`src/rtl/scope_pattern_gen_if.sv`:
```
// Valid/ready sample stream between the pattern source and the capture chain.
// Master drives valid/data, slave drives ready.
interface scope_pattern_gen_if #(
  parameter int DATA_W = 16,
  parameter int NUM_CH = 2
);
  logic                     valid;
  logic                     ready;
  logic [NUM_CH*DATA_W-1:0] data;

  modport master (output valid, output data, input ready);
  modport slave  (input valid, input data, output ready);
endinterface

```
`src/rtl/scope_pattern_gen.sv`:
```
// Multi-channel handshaked test-pattern burst source (ramp/square/constant/phase).
// Define SCOPE_PATTERN_LFSR_EN to turn mode 3 into a per-channel 16-bit LFSR.
//
// state | meaning
// IDLE  | waiting for start; m_data holds the last delivered sample
// RUN   | streaming samples, valid high, generators advance per transfer
// DONE  | one-cycle completion pulse after the final transfer
module scope_pattern_gen #(
  parameter int DATA_W   = 16,
  parameter int NUM_CH   = 2,
  parameter int PERIOD_W = 16,
  parameter int BURST_W  = 16
) (
  input  logic                  clk,
  input  logic                  reset,
  input  logic                  start,
  input  logic                  stop,
  input  logic [2*NUM_CH-1:0]   mode,
  input  logic [DATA_W-1:0]     step,
  input  logic [PERIOD_W-1:0]   period,
  input  logic [BURST_W-1:0]    burst_len,
  scope_pattern_gen_if.master   m,
  output logic                  busy,
  output logic                  done
);

  typedef enum logic [1:0] {IDLE = 2'd0, RUN = 2'd1, DONE = 2'd2} state_t;

  state_t                   state;
  logic [2*NUM_CH-1:0]      mode_q;
  logic [DATA_W-1:0]        step_q;
  logic [PERIOD_W-1:0]      period_q;
  logic [BURST_W-1:0]       burst_q;
  logic [PERIOD_W-1:0]      phase_q;
  logic                     sq_q;
  logic [BURST_W-1:0]       cnt_q;
  logic [DATA_W-1:0]        ramp_q    [NUM_CH];
  logic [DATA_W-1:0]        ramp_init [NUM_CH];
  logic [DATA_W-1:0]        ramp_nx   [NUM_CH];
  logic [NUM_CH*DATA_W-1:0] data_init;
  logic [NUM_CH*DATA_W-1:0] data_nx;

  logic                     xfer;
  logic                     last;
  logic                     phase_wrap;
  logic [PERIOD_W-1:0]      phase_nx;
  logic                     sq_nx;

`ifdef SCOPE_PATTERN_LFSR_EN
  logic [15:0]              lfsr_q    [NUM_CH];
  logic [15:0]              lfsr_seed [NUM_CH];
  logic [15:0]              lfsr_nx   [NUM_CH];
`endif

  function automatic logic [DATA_W-1:0] pick(input logic [1:0] md,
                                             input logic [DATA_W-1:0] rmp,
                                             input logic sq,
                                             input logic [DATA_W-1:0] cst,
                                             input logic [DATA_W-1:0] m3);
    case (md)
      2'd0:    pick = rmp;
      2'd1:    pick = {DATA_W{sq}};
      2'd2:    pick = cst;
      default: pick = m3;
    endcase
  endfunction

  assign xfer       = (state == RUN) && m.ready;
  assign last       = (burst_q != '0) && (cnt_q == burst_q - BURST_W'(1));
  // period 0 behaves as period 1: the phase never leaves 0 and wraps every transfer
  assign phase_wrap = (period_q == '0) || (phase_q == period_q - PERIOD_W'(1));
  assign phase_nx   = phase_wrap ? '0 : phase_q + PERIOD_W'(1);
  assign sq_nx      = sq_q ^ phase_wrap;

  always_comb begin
    data_init = '0;
    data_nx   = '0;
    for (int c = 0; c < NUM_CH; c++) begin
      ramp_init[c] = step * DATA_W'(c);
      ramp_nx[c]   = ramp_q[c] + step_q;
`ifdef SCOPE_PATTERN_LFSR_EN
      lfsr_seed[c] = 16'hACE1 ^ 16'(c);
      lfsr_nx[c]   = {lfsr_q[c][0] ^ lfsr_q[c][2] ^ lfsr_q[c][3] ^ lfsr_q[c][5],
                      lfsr_q[c][15:1]};
      data_init[c*DATA_W +: DATA_W] = pick(mode[2*c +: 2], ramp_init[c], 1'b0, step,
                                           DATA_W'(lfsr_seed[c]));
      data_nx[c*DATA_W +: DATA_W]   = pick(mode_q[2*c +: 2], ramp_nx[c], sq_nx, step_q,
                                           DATA_W'(lfsr_nx[c]));
`else
      data_init[c*DATA_W +: DATA_W] = pick(mode[2*c +: 2], ramp_init[c], 1'b0, step, '0);
      data_nx[c*DATA_W +: DATA_W]   = pick(mode_q[2*c +: 2], ramp_nx[c], sq_nx, step_q,
                                           DATA_W'(phase_nx));
`endif
    end
  end

  always_ff @(posedge clk) begin
    if (!reset) begin
      state    <= IDLE;
      mode_q   <= '0;
      step_q   <= '0;
      period_q <= '0;
      burst_q  <= '0;
      phase_q  <= '0;
      sq_q     <= 1'b0;
      cnt_q    <= '0;
      m.valid  <= 1'b0;
      m.data   <= '0;
      busy     <= 1'b0;
      done     <= 1'b0;
      for (int c = 0; c < NUM_CH; c++) begin
        ramp_q[c] <= '0;
`ifdef SCOPE_PATTERN_LFSR_EN
        lfsr_q[c] <= '0;
`endif
      end
    end else begin
      done <= 1'b0;
      case (state)
        IDLE: begin
          if (start && !stop) begin
            mode_q   <= mode;
            step_q   <= step;
            period_q <= period;
            burst_q  <= burst_len;
            phase_q  <= '0;
            sq_q     <= 1'b0;
            cnt_q    <= '0;
            m.data   <= data_init;
            m.valid  <= 1'b1;
            busy     <= 1'b1;
            state    <= RUN;
            for (int c = 0; c < NUM_CH; c++) begin
              ramp_q[c] <= ramp_init[c];
`ifdef SCOPE_PATTERN_LFSR_EN
              lfsr_q[c] <= lfsr_seed[c];
`endif
            end
          end
        end
        RUN: begin
          if (xfer) begin
            cnt_q   <= cnt_q + BURST_W'(1);
            phase_q <= phase_nx;
            sq_q    <= sq_nx;
            for (int c = 0; c < NUM_CH; c++) begin
              ramp_q[c] <= ramp_nx[c];
`ifdef SCOPE_PATTERN_LFSR_EN
              lfsr_q[c] <= lfsr_nx[c];
`endif
            end
          end
          // data only moves while the burst continues, so IDLE keeps the last delivered sample
          if (xfer && last) begin
            state   <= DONE;
            m.valid <= 1'b0;
            busy    <= 1'b0;
            done    <= 1'b1;
          end else if (stop) begin
            state   <= IDLE;
            m.valid <= 1'b0;
            busy    <= 1'b0;
          end else if (xfer) begin
            m.data  <= data_nx;
          end
        end
        DONE:    state <= IDLE;
        default: state <= IDLE;
      endcase
    end
  end

endmodule
```
`src/flat_wrapper.sv`:
```
// flat-port wrapper written by rule: the top's interface ports become plain ports
module scope_pattern_gen_flat 
#(
  parameter int DATA_W   = 16,
  parameter int NUM_CH   = 2,
  parameter int PERIOD_W = 16,
  parameter int BURST_W  = 16
)
  (clk, reset, start, stop, mode, step, period, burst_len, busy, done, m_valid, m_data, m_ready);
  scope_pattern_gen_if #(.DATA_W(DATA_W), .NUM_CH(NUM_CH)) m_i ();
  input  logic clk;
  input  logic reset;
  input  logic start;
  input  logic stop;
  input  logic [2*NUM_CH-1:0] mode;
  input  logic [DATA_W-1:0] step;
  input  logic [PERIOD_W-1:0] period;
  input  logic [BURST_W-1:0] burst_len;
  output logic busy;
  output logic done;
  output wire logic [$bits(m_i.valid)-1:0] m_valid;
  output wire logic [$bits(m_i.data)-1:0] m_data;
  input wire logic [$bits(m_i.ready)-1:0] m_ready;
  assign m_valid = m_i.valid;
  assign m_data = m_i.data;
  assign m_i.ready = m_ready;
  scope_pattern_gen #(.DATA_W(DATA_W), .NUM_CH(NUM_CH), .PERIOD_W(PERIOD_W), .BURST_W(BURST_W)) u_core (.clk(clk), .reset(reset), .start(start), .stop(stop), .mode(mode), .step(step), .period(period), .burst_len(burst_len), .m(m_i), .busy(busy), .done(done));
endmodule
```
`config.mk`:
```
export PLATFORM = sky130hd
export DESIGN_NAME = scope_pattern_gen_flat
export DESIGN_NICKNAME = d
export VERILOG_FILES = /design/src/rtl/scope_pattern_gen_if.sv /design/src/rtl/scope_pattern_gen.sv /design/src/flat_wrapper.sv
export SDC_FILE = /design/constraint.sdc
export NUM_CORES = 1
export LEC_CHECK = 0
export ABC_AREA = 1
export BUFFER_PORTS_ARGS = -buffer_cell sky130_fd_sc_hd__buf_2
export CAP_MARGIN = 40
export CORE_MARGIN = 2
export CORE_UTILIZATION = 45
export CTS_CLUSTER_DIAMETER = 80
export DETAILED_ROUTE_END_ITERATION = 10
export SLEW_MARGIN = 20
export SYNTH_ARGS = -nofsm -noshare
export SYNTH_HDL_FRONTEND = slang
export SYNTH_SLANG_ARGS = --single-unit
export TNS_END_PERCENT = 10
```
`constraint.sdc`:
```
create_clock -name clk -period 3.55 [get_ports clk]
set_clock_uncertainty 0.05 [all_clocks]
set_input_delay 0 -clock clk [delete_from_list [all_inputs] [get_ports clk]]
set_output_delay 0 -clock clk [all_outputs]
set_load 0.01 [all_outputs]
```
-- Yosys cells after proc, flatten, opt, wreduce, memory -nomap -nowiden
Memories as Yosys holds them, arrays and structs flattened.
Index checks and enable logic that the tools add are counted.
- bits in registers: 121
- bits in writable memories: 32
- input bits: 57
- output and inout bits: 35
- logic and storage cells: 97
- memories kept: 1
- add/subtract/negate cells: 6
- eq/ne operators: 14
- mux-type cells: 40
- bitwise operators: 5
- reduce and logical (&&, ||, !) cells: 20
- memories (memory ; depth ; bits a word ; rd ports ; clocked after Yosys merged registers in ; write ports ; line ; text):
    u_core.ramp_q ; 2 ; 16 ; 2 ; 0 ; 2 ; scope_pattern_gen.sv:37 ; logic [DATA_W-1:0] ramp_q [NUM_CH];
- operators by type and width (kind ; count):
    $mux 16 ; 10
    $mux 32 ; 4
    $pmux 16 s3 ; 2
    $pmux 16 s2 ; 2
    $pmux 32 s2 ; 1
    $add 16x1->16 const B ; 2
    $add 16x16->16 ; 2
    $eq 16x16->1 ; 2
    $sub 16x1->16 const B ; 2
    $logic_not 16->1 ; 1
    $reduce_bool 16->1 ; 1
    $mux 1 ; 15
    $eq 2x2->1 const B ; 4
    $logic_not 2->1 ; 4
    $eq 2x1->1 const B ; 3
    $mux 2 ; 3
    $reduce_and 2->1 ; 3
    $reduce_and 3->1 ; 2
    $reduce_and 5->1 ; 1
    $logic_and 1x1->1 ; 4
    $ne 2x1->1 const B ; 2
    $ne 2x2->1 const B ; 2
    $or 1x1->1 ; 4
    $pmux 1 s2 ; 2
    other kinds (7) ; 7

-- Depth between registers and ports, before layout
Gate-level depths: netlist of run 1.
- word-level depth: 9
- mapped depth: 19
- gate-level depth less buffers: 18

-- Least setup slack after synthesis of run 1
No wires, ideal clock.
- kind: register to register
- from: memory u_core.ramp_q[1][0], in the netlist u_core.ramp_q[0][16]
- to: memory u_core.ramp_q[1][14], in the netlist u_core.ramp_q[0][30] (data pin)
- library setup time: 0.265 ns
- arrival: 2.016 ns
- required time: 3.235 ns
- path slack: 1.219 ns
- stages on the path, launching flop included: 12
- path buffers: 0
- clock period less this slack: 2.331 ns
- cell sequence: edfxtp_1 ha_1 fa_1 nand3_1 nand2_1 a21boi_0 inv_1 nand3_1 nand2_1 or2_2 nand3_1 o21ai_0
- RTL lines (item ; line):
    start, declared ; scope_pattern_gen.sv:37

-- Worst setup path after layout of run 1
- from: register u_core.burst_q[0]
- to: register u_core.m.data[10]
- word-level cells in the longest chain between the ends: 6
- elaborated cells between the ends (all ways): 7
- those cells by class: add/sub: 1; eq/ne: 2; reduce/logical: 4
- ends and longest elaborated chain (item ; line ; text):
    start, declared ; scope_pattern_gen.sv:33 ; logic [BURST_W-1:0] burst_q;
    start signal, assigned ; scope_pattern_gen.sv:125 ; burst_q <= burst_len;
    $sub 16x1->16 ; scope_pattern_gen.sv:69 ; assign last = (burst_q != '0) && (cnt_q == burst_q - BURST_W'(1));
    $eq 16x16->1 ; scope_pattern_gen.sv:69 ;
    $logic_and 1x1->1 * ; scope_pattern_gen.sv:69 ;
    $logic_and 1x1->1 * ; scope_pattern_gen.sv:154 ; if (xfer && last) begin
    $ne 2x2->1 (no line) * ; - ;
    $reduce_and 5->1 (no line) * ; - ;
    end signal, assigned ; scope_pattern_gen.sv:129 ; m.data <= data_init;
    end signal, assigned ; scope_pattern_gen.sv:164 ; m.data <= data_nx;
    end, declared ; scope_pattern_gen_if.sv:11 ; modport master (output valid, output data, input ready);
Every way passes the cells marked *; elsewhere a longest branch is shown, timed or not.
A chain may end at the register's enable or synchronous reset.

==> metrics.md, run 1 <==
| Metric | Value |
|---|---|
| Area Growth Syn to Fin | `18.4%` |
| Sw Pwr | `0.00147 W` |
| Initial antenna violation count | `0` |
| Clock Pin Slew Worst Setup and Hold Paths | `0.06 ns` |
| CTS tree | `done` |
| Sequential share of power | `0.408` |
| P_int | `0.00332 W` |
| Initial core utilization | `0.454` |
| Fin cells | `1831` |
| Post-Synthesis Net Count | `1512` |
| Synthesized instance count | `1417` |
| Distinct cells, synth | `46` |
| Ys async rst share | `0` |
| Post-synth EDFFs | `32` |
| Sequential area share after synthesis | `0.343` |
| Total grt overflow | `0` |
| Setup Crit Path Kind | `flip-flop to flip-flop` |
| Clock power frac | `0.381` |
| Placed Cells | `1742` |
| Wire length per cell | `16.5 um` |
| Chip Height | `152 um` |
| Largest fanout on the critical path | `64` |
| Detail Route Antenna Nets | `0` |
| Final Hold Fails | `0` |
| TritonCTS buffer count | `17` |
| Maximum vdd ir drop | `0.000319 V` |
| Synthesized cell area | `9860 um^2` |
| Post-Place Setup Slack | `0.751 ns` |
| Worst Max-Slew Pin Slew | `0.796 ns` |
| RD Place Congestion | `0.871` |
| Top FF cell, synth | `dfxtp_1` |
| Port-buffer cells | `91` |
| Critical path capture point type | `flip-flop` |
| HP Class | `input port to flip-flop` |
| Synth top area share | `0.246` |
| Pre-antenna DRT Iters | `5` |
| Required @ worst endpoint | `3.86 ns` |
| WL final | `30.2 mm` |
| Crit share post-route | `0.793` |
| Final setup fails | `0` |
| Area contributors post-synth | `dfxtp_1 (25%), nand2_1 (12%), edfxtp_1 (9.7%)` |
| Post-DP HPWL | `20.7 mm` |
| Lkg Pwr | `5.48 nW` |
| Global-route wire length before repair | `49.5 mm` |
| Layout cells sized above 1 | `0.125` |
| Register bit total from synthesis | `153` |
| Design Power | `0.00480 W` |
| R2R Setup Slk | `0.74 ns` |
| RSZ-0062 raised after global routing | `no` |
| Power per standard cell area | `411 nW/um^2` |
| Largest net degree at the start of global routing | `72` |
| Via density | `5.35` |
| Rows | `54` |
| Comb pwr share | `0.210` |
| Max-Slew Margin vs Limit | `0.469` |
| # DRC | `0` |
| Avg Inst Size Synth | `6.96 um^2` |
| Final WS setup | `0.736 ns` |
| Clock tree buffer depth | `2` |
| Minimum clock period | `2.81 ns` |
| Gr usage total | `0.264` |
| Number of diodes | `0` |
| Ys Warns | `0` |
| Status | `finished, final reports clean` |
| Fin Setup TNS | `0 ns` |
| Clock Root Buffer | `clkbuf_16` |
| Final Slew Violations | `0` |
| Startpoint types | `flip-flop` |
| Vias in the first global route | `9443` |
| Nets | `1633` |
| Clock latency on the worst-skew pair | `0.44 ns` |
| Vias | `9795` |
| Leading area contributor after synthesis | `dfxtp_1` |
| Initial DRC count | `670` |
| Ports | `92` |
| Hold Slack | `0.0525 ns` |
| Core Region | `21700 um^2` |
| Switching Share | `0.307` |
| Highest clock rate | `355 MHz` |
| Crit path arrival time | `3.13 ns` |
| Post-CTS resize count | `0` |
| Filler cell count | `2107` |
| Number of H-tree levels | `4` |
| Overall die width | `152 um` |
| Die area | `23100 um^2` |
| Maxcap violations | `0` |
| Clk sink count | `153` |
-- timing repair --
item                                   4_1_cts  5_1_grt
endpoints found under the hold margin       79        0
setup buffers                                0        0
hold buffers                                55        0
-- stage by stage --
stage | cell area (um^2) | utilization
after detailed placement | 10500 | 0.484
after floorplan | 9860 | -
final | 11700 | 0.538
after global routing | 11700 | 0.538
after CTS | 11600 | 0.536
after global placement | 10500 | 0.483
-- logic make-up after synthesis --
logic type,Yosys count,synth area share
xor+xnor,65,0.0578
compound gates,262,0.148
simple gates,675,0.309
buf+inv,224,0.0918
fa+ha+maj,38,0.0498
flops,153,0.343
-- state kept, by name (all words and copies together) (netlist names), 2 cells and up --
register,cells
u_core.phase_q,16
u_core.step_q,16
u_core.state,2
u_core.m.data,32
u_core.ramp_q,32
u_core.period_q,16
u_core.mode_q,4
u_core.cnt_q,16
u_core.burst_q,16
-- path summary, 6_finish.rpt --
kind / from / endpoint / cells after the start
hold / removal: mode[2] / u_core.mode_q[2]$_SDFFE_PN0P_ / 3
setup reg to reg: u_core.burst_q[0]$_SDFFE_PN0P_ / u_core.m.data[10]$_SDFFE_PN0P_ / 15
hold reg to reg: u_core.period_q[15]$_SDFFE_PN0P_ / u_core.period_q[15]$_SDFFE_PN0P_ / 2
setup / recovery: u_core.burst_q[0]$_SDFFE_PN0P_ / u_core.m.data[10]$_SDFFE_PN0P_ / 15
-- critical path, stage by stage, from the launching register on --
cell and delay, ns:
dfxtp_1 0.32, inv_1 0.14, ha_1 0.21, inv_1 0.06, nor2_2 0.14, nand2_2 0.10
nor2_1 0.12, xor2_1 0.16, nand2_1 0.06, inv_1 0.05, nand2_1 0.05, nor2_1 0.11
nand4_2 0.18, nand2_4 0.59, nor2_1 0.18, a21oi_2 0.17
-- cell usage in the layout, fill, tap and decap left out, types with 5 or more instances in the layout --
master         count
ha_1              36
a21oi_1           87
buf_2             91
nand2_1          302
edfxtp_1          32
buf_4             11
or2_2              7
a31oi_1            5
clkbuf_16         19
dlygate4sd3_1     55
nand3_1          134
xnor2_1           19
nor3_1            41
nand3b_1           9
o21ai_0          116
a21o_1             8
nor2_1           123
nand2_2            9
dfxtp_1          121
xor2_1            46
o22ai_1           13
nor2_2             9
nand4_1           20
inv_1            159
a21oi_2           17
-- layout make-up --
class,count,area (um^2),share of cell area
multi-input combinational,1040,5570,0.478
clock buffer,23,500,0.0429
timing repair buffer,160,1150,0.0990
tap,280,350,0.0300
inverter,166,623,0.0534
sequential,153,3380,0.290
clock inverter,9,82.6,0.00708
-- power by group through the flow --
stage / combinational [W] / clock (W) / sequential (W)
finish: 0.00101 / 0.00183 / 0.00196
global route: 0.00114 / 0.00193 / 0.00197
CTS: 0.000995 / 0.00186 / 0.00196
detailed placement: 0.000945 / 0 / 0.00199
global placement: 0.000934 / 0 / 0.00199
floorplan: 0.000699 / 0 / 0.00197
-- synth_stat cells, types with 5 or more instances --
cell type / count
o22ai_1: 13
or2_2: 7
o21ai_0: 116
xnor2_1: 19
nand2_1: 302
a31oi_1: 5
nand2_2: 9
inv_1: 159
nand3b_1: 9
dfxtp_1: 121
buf_6: 6
nand3_1: 134
xor2_1: 46
clkbuf_1: 43
a21o_1: 8
nor3_1: 41
ha_1: 36
nor2_2: 7
nand4_1: 20
a21oi_2: 17
a21oi_1: 87
nor2_1: 125
edfxtp_1: 32
-- routing by layer --
metal / routed length [um] / GRT usage / up-vias
met3: 2030 / 0.0345 / 36
met5: 0 / 0 / -
met1: 14100 / 0.370 / 4471
li1: - / - / 4926
met4: 580 / 0.0765 / 0
met2: 13500 / 0.426 / 362
Power figures use the tool's default switching activity.
==> inputs of run 2 (changes only) <==
Settings changed: PLACE_DENSITY set to 0.66.
Clock period 3.55 ns to 2.5 ns, I/O delays scaled along.
==> metrics.md, run 2 (synthesized netlist as in run 1, its figures left out) <==
| Metric | Value |
|---|---|
| Hold Slack | `0.0207 ns` |
| Crit path arrival time | `2.73 ns` |
| Crit path max-delay family | `simple AND/OR/NAND/NOR gates` |
| Die area | `23100 um^2` |
| Final Hold Fails | `0` |
| Clock latency on the worst-skew pair | `0.44 ns` |
| Number of diodes | `0` |
| Minimum clock period | `2.45 ns` |
| Initial DRC count | `1056` |
| Initial antenna violation count | `0` |
| Vias in the first global route | `9607` |
| Biggest regs | `u_core.m.data: 32 flops, u_core.ramp_q: 32 flops` |
| Ports | `92` |
| Crit path buf inv count | `5` |
| Max-Slew Margin vs Limit | `0.641` |
| Overall die width | `152 um` |
| Largest fanout on the critical path | `7` |
| Via density | `5.50` |
| CTS tree | `done` |
| Slowest Stage Delay on Critical Path | `0.31 ns` |
| Port-buffer cells | `91` |
| Final setup fails | `0` |
| Area after DPL | `10700 um^2` |
| Pre-antenna DRT Iters | `5` |
| Status | `finished, final reports clean` |
| Gr usage total | `0.268` |
| Worst Max-Slew Pin Slew | `0.536 ns` |
| Clock tree buffer depth | `2` |
| Most frequent cells in the layout | `nand2_1 (281), inv_1 (155), nand3_1 (125)` |
| WL final | `33.4 mm` |
| Startpoint types | `flip-flop` |
| Required @ worst endpoint | `2.77 ns` |
| Area Growth Syn to Fin | `26.9%` |
| Clock Pin Slew Worst Setup and Hold Paths | `0.07 ns` |
| Worst path slowest cell | `dfxtp_1` |
| Highest clock rate | `408 MHz` |
| Lkg Pwr | `5.81 nW` |
| Initial core utilization | `0.454` |
| # DRC | `0` |
| Layout cells sized above 1 | `0.198` |
| Maxcap violations | `0` |
| Final Slew Violations | `0` |
| Vias | `10300` |
| Largest net degree at the start of global routing | `72` |
| Critical path capture point type | `flip-flop` |
| Clk sink count | `153` |
| Rows | `54` |
| Setup Crit Path Kind | `flip-flop to flip-flop` |
| Nets | `1682` |
| Most used cell, CP | `nand2_1` |
| Maximum vdd ir drop | `0.000472 V` |
| Power per standard cell area | `573 nW/um^2` |
| Filler cell count | `2054` |
| Fin Setup TNS | `0 ns` |
| Clock Root Buffer | `clkbuf_16` |
| Total grt overflow | `0` |
| Detail Route Antenna Nets | `0` |
| Post-DP HPWL | `22.0 mm` |
| Chip Height | `152 um` |
| RD Place Congestion | `0.961` |
| Crit share post-route | `0.982` |
| Number of H-tree levels | `4` |
| Fin area | `12500 um^2` |
| Commonest non-fill, non-tap cell in the layout | `nand2_1` |
| Wire length per cell | `17.8 um` |
| TritonCTS buffer count | `17` |
| RSZ-0062 raised after global routing | `yes` |
| Core Region | `21700 um^2` |
| Design Power | `0.00716 W` |
| Global-route wire length before repair | `50.0 mm` |
| Worst path cell trace | `inv_2 -> ha_4 -> inv_1 -> nor2_4 -> nand2_4 -> inv_1 -> nand2_1 -> xor2_1 -> nand2_1 -> inv_1 -> nand2_1 -> nor2_2 -> nand4_4 -> nand2_8 -> clkbuf_16 -> nand2_1 -> nand2_1 -> a21oi_1` |
| HP Class | `input port to flip-flop` |
[run 2: cell count changes in the layout (fill, tap and decap cells not counted), moves of 7 or more]
| cell | previous run | this run |
|---|---|---|
| nor2_4 | 3 | 10 |
| nand2_2 | 9 | 25 |
| nand3_2 | 0 | 9 |
| nor2_2 | 9 | 16 |
| buf_4 | 11 | 47 |
| nand2_1 | 302 | 281 |
| nor2_1 | 123 | 109 |
| nand3_1 | 134 | 125 |
| dfxtp_2 | 0 | 9 |
| dfxtp_1 | 121 | 112 |
[run 2: routing by layer]
layer | part of all wire | track usage
met1 | 0.43 | 0.369
met2 | 0.45 | 0.421
met3 | 0.090 | 0.0522
met5 | 0 | 0
met4 | 0.024 | 0.0939
[run 2: worst reg2reg max path: cells and delay by family (launching register included)]
family / cells / cell delay (ns)
xor gates and xnor gates: 1 / 0.16
buffers and inverters: 5 / 0.50
adders and majority gates: 1 / 0.16
AOI/OAI and AO/OA: 1 / 0.04
DFF: 1 / 0.31
and+or+nand+nor: 10 / 1.12
[run 2: timing repair]
action	in CTS	in global routing
setup endpoints to repair	8	40
hold buffers	53	0
pin swaps	0	34
endpoints found under the hold margin	78	0
gates cloned	0	11
resized for setup	2	100
setup buffers	0	11
[run 2: final cells by class]
| type | instances | area [um^2] | area share |
|---|---|---|---|
| tap | 280 | 350 | 0.0280 |
| inverter | 166 | 626 | 0.0500 |
| sequential | 153 | 3390 | 0.271 |
| clock buffer | 20 | 479 | 0.0383 |
| clock inverter | 12 | 128 | 0.0102 |
| multi-input combinational | 1044 | 5920 | 0.474 |
| timing repair buffer | 205 | 1610 | 0.129 |
[run 2: metrics by stage]
step	std cells	util	setup slack [ns]
global route	1880	0.577	-0.101
detailed placement	1771	0.495	-0.0357
floorplan	1417	-	0.169
global placement	1771	0.495	0.0314
CTS	1856	0.547	0.00909
finish	1880	0.577	0.0462
[run 2: path summary, 6_finish.rpt]
check / start / endpoint / slack [ns] / cells after the start
worst min-delay path: start / u_core.m.valid$_SDFFE_PN0P_ / 0.02 / 6
worst max-delay path: u_core.burst_q[1]$_SDFFE_PN0P_ / u_core.m.data[13]$_SDFFE_PN0P_ / 0.05 / 18
worst min register to register: u_core.cnt_q[5]$_SDFFE_PN0P_ / u_core.cnt_q[5]$_SDFFE_PN0P_ / 0.44 / 2
worst max register to register: u_core.burst_q[1]$_SDFFE_PN0P_ / u_core.m.data[13]$_SDFFE_PN0P_ / 0.05 / 18
[run 2: report_power, final]
group	switching [W]	internal [W]
clock	0.00118	0.00152
sequential	0.000119	0.00266
combinational	0.00103	0.000661
total	0.00232	0.00484
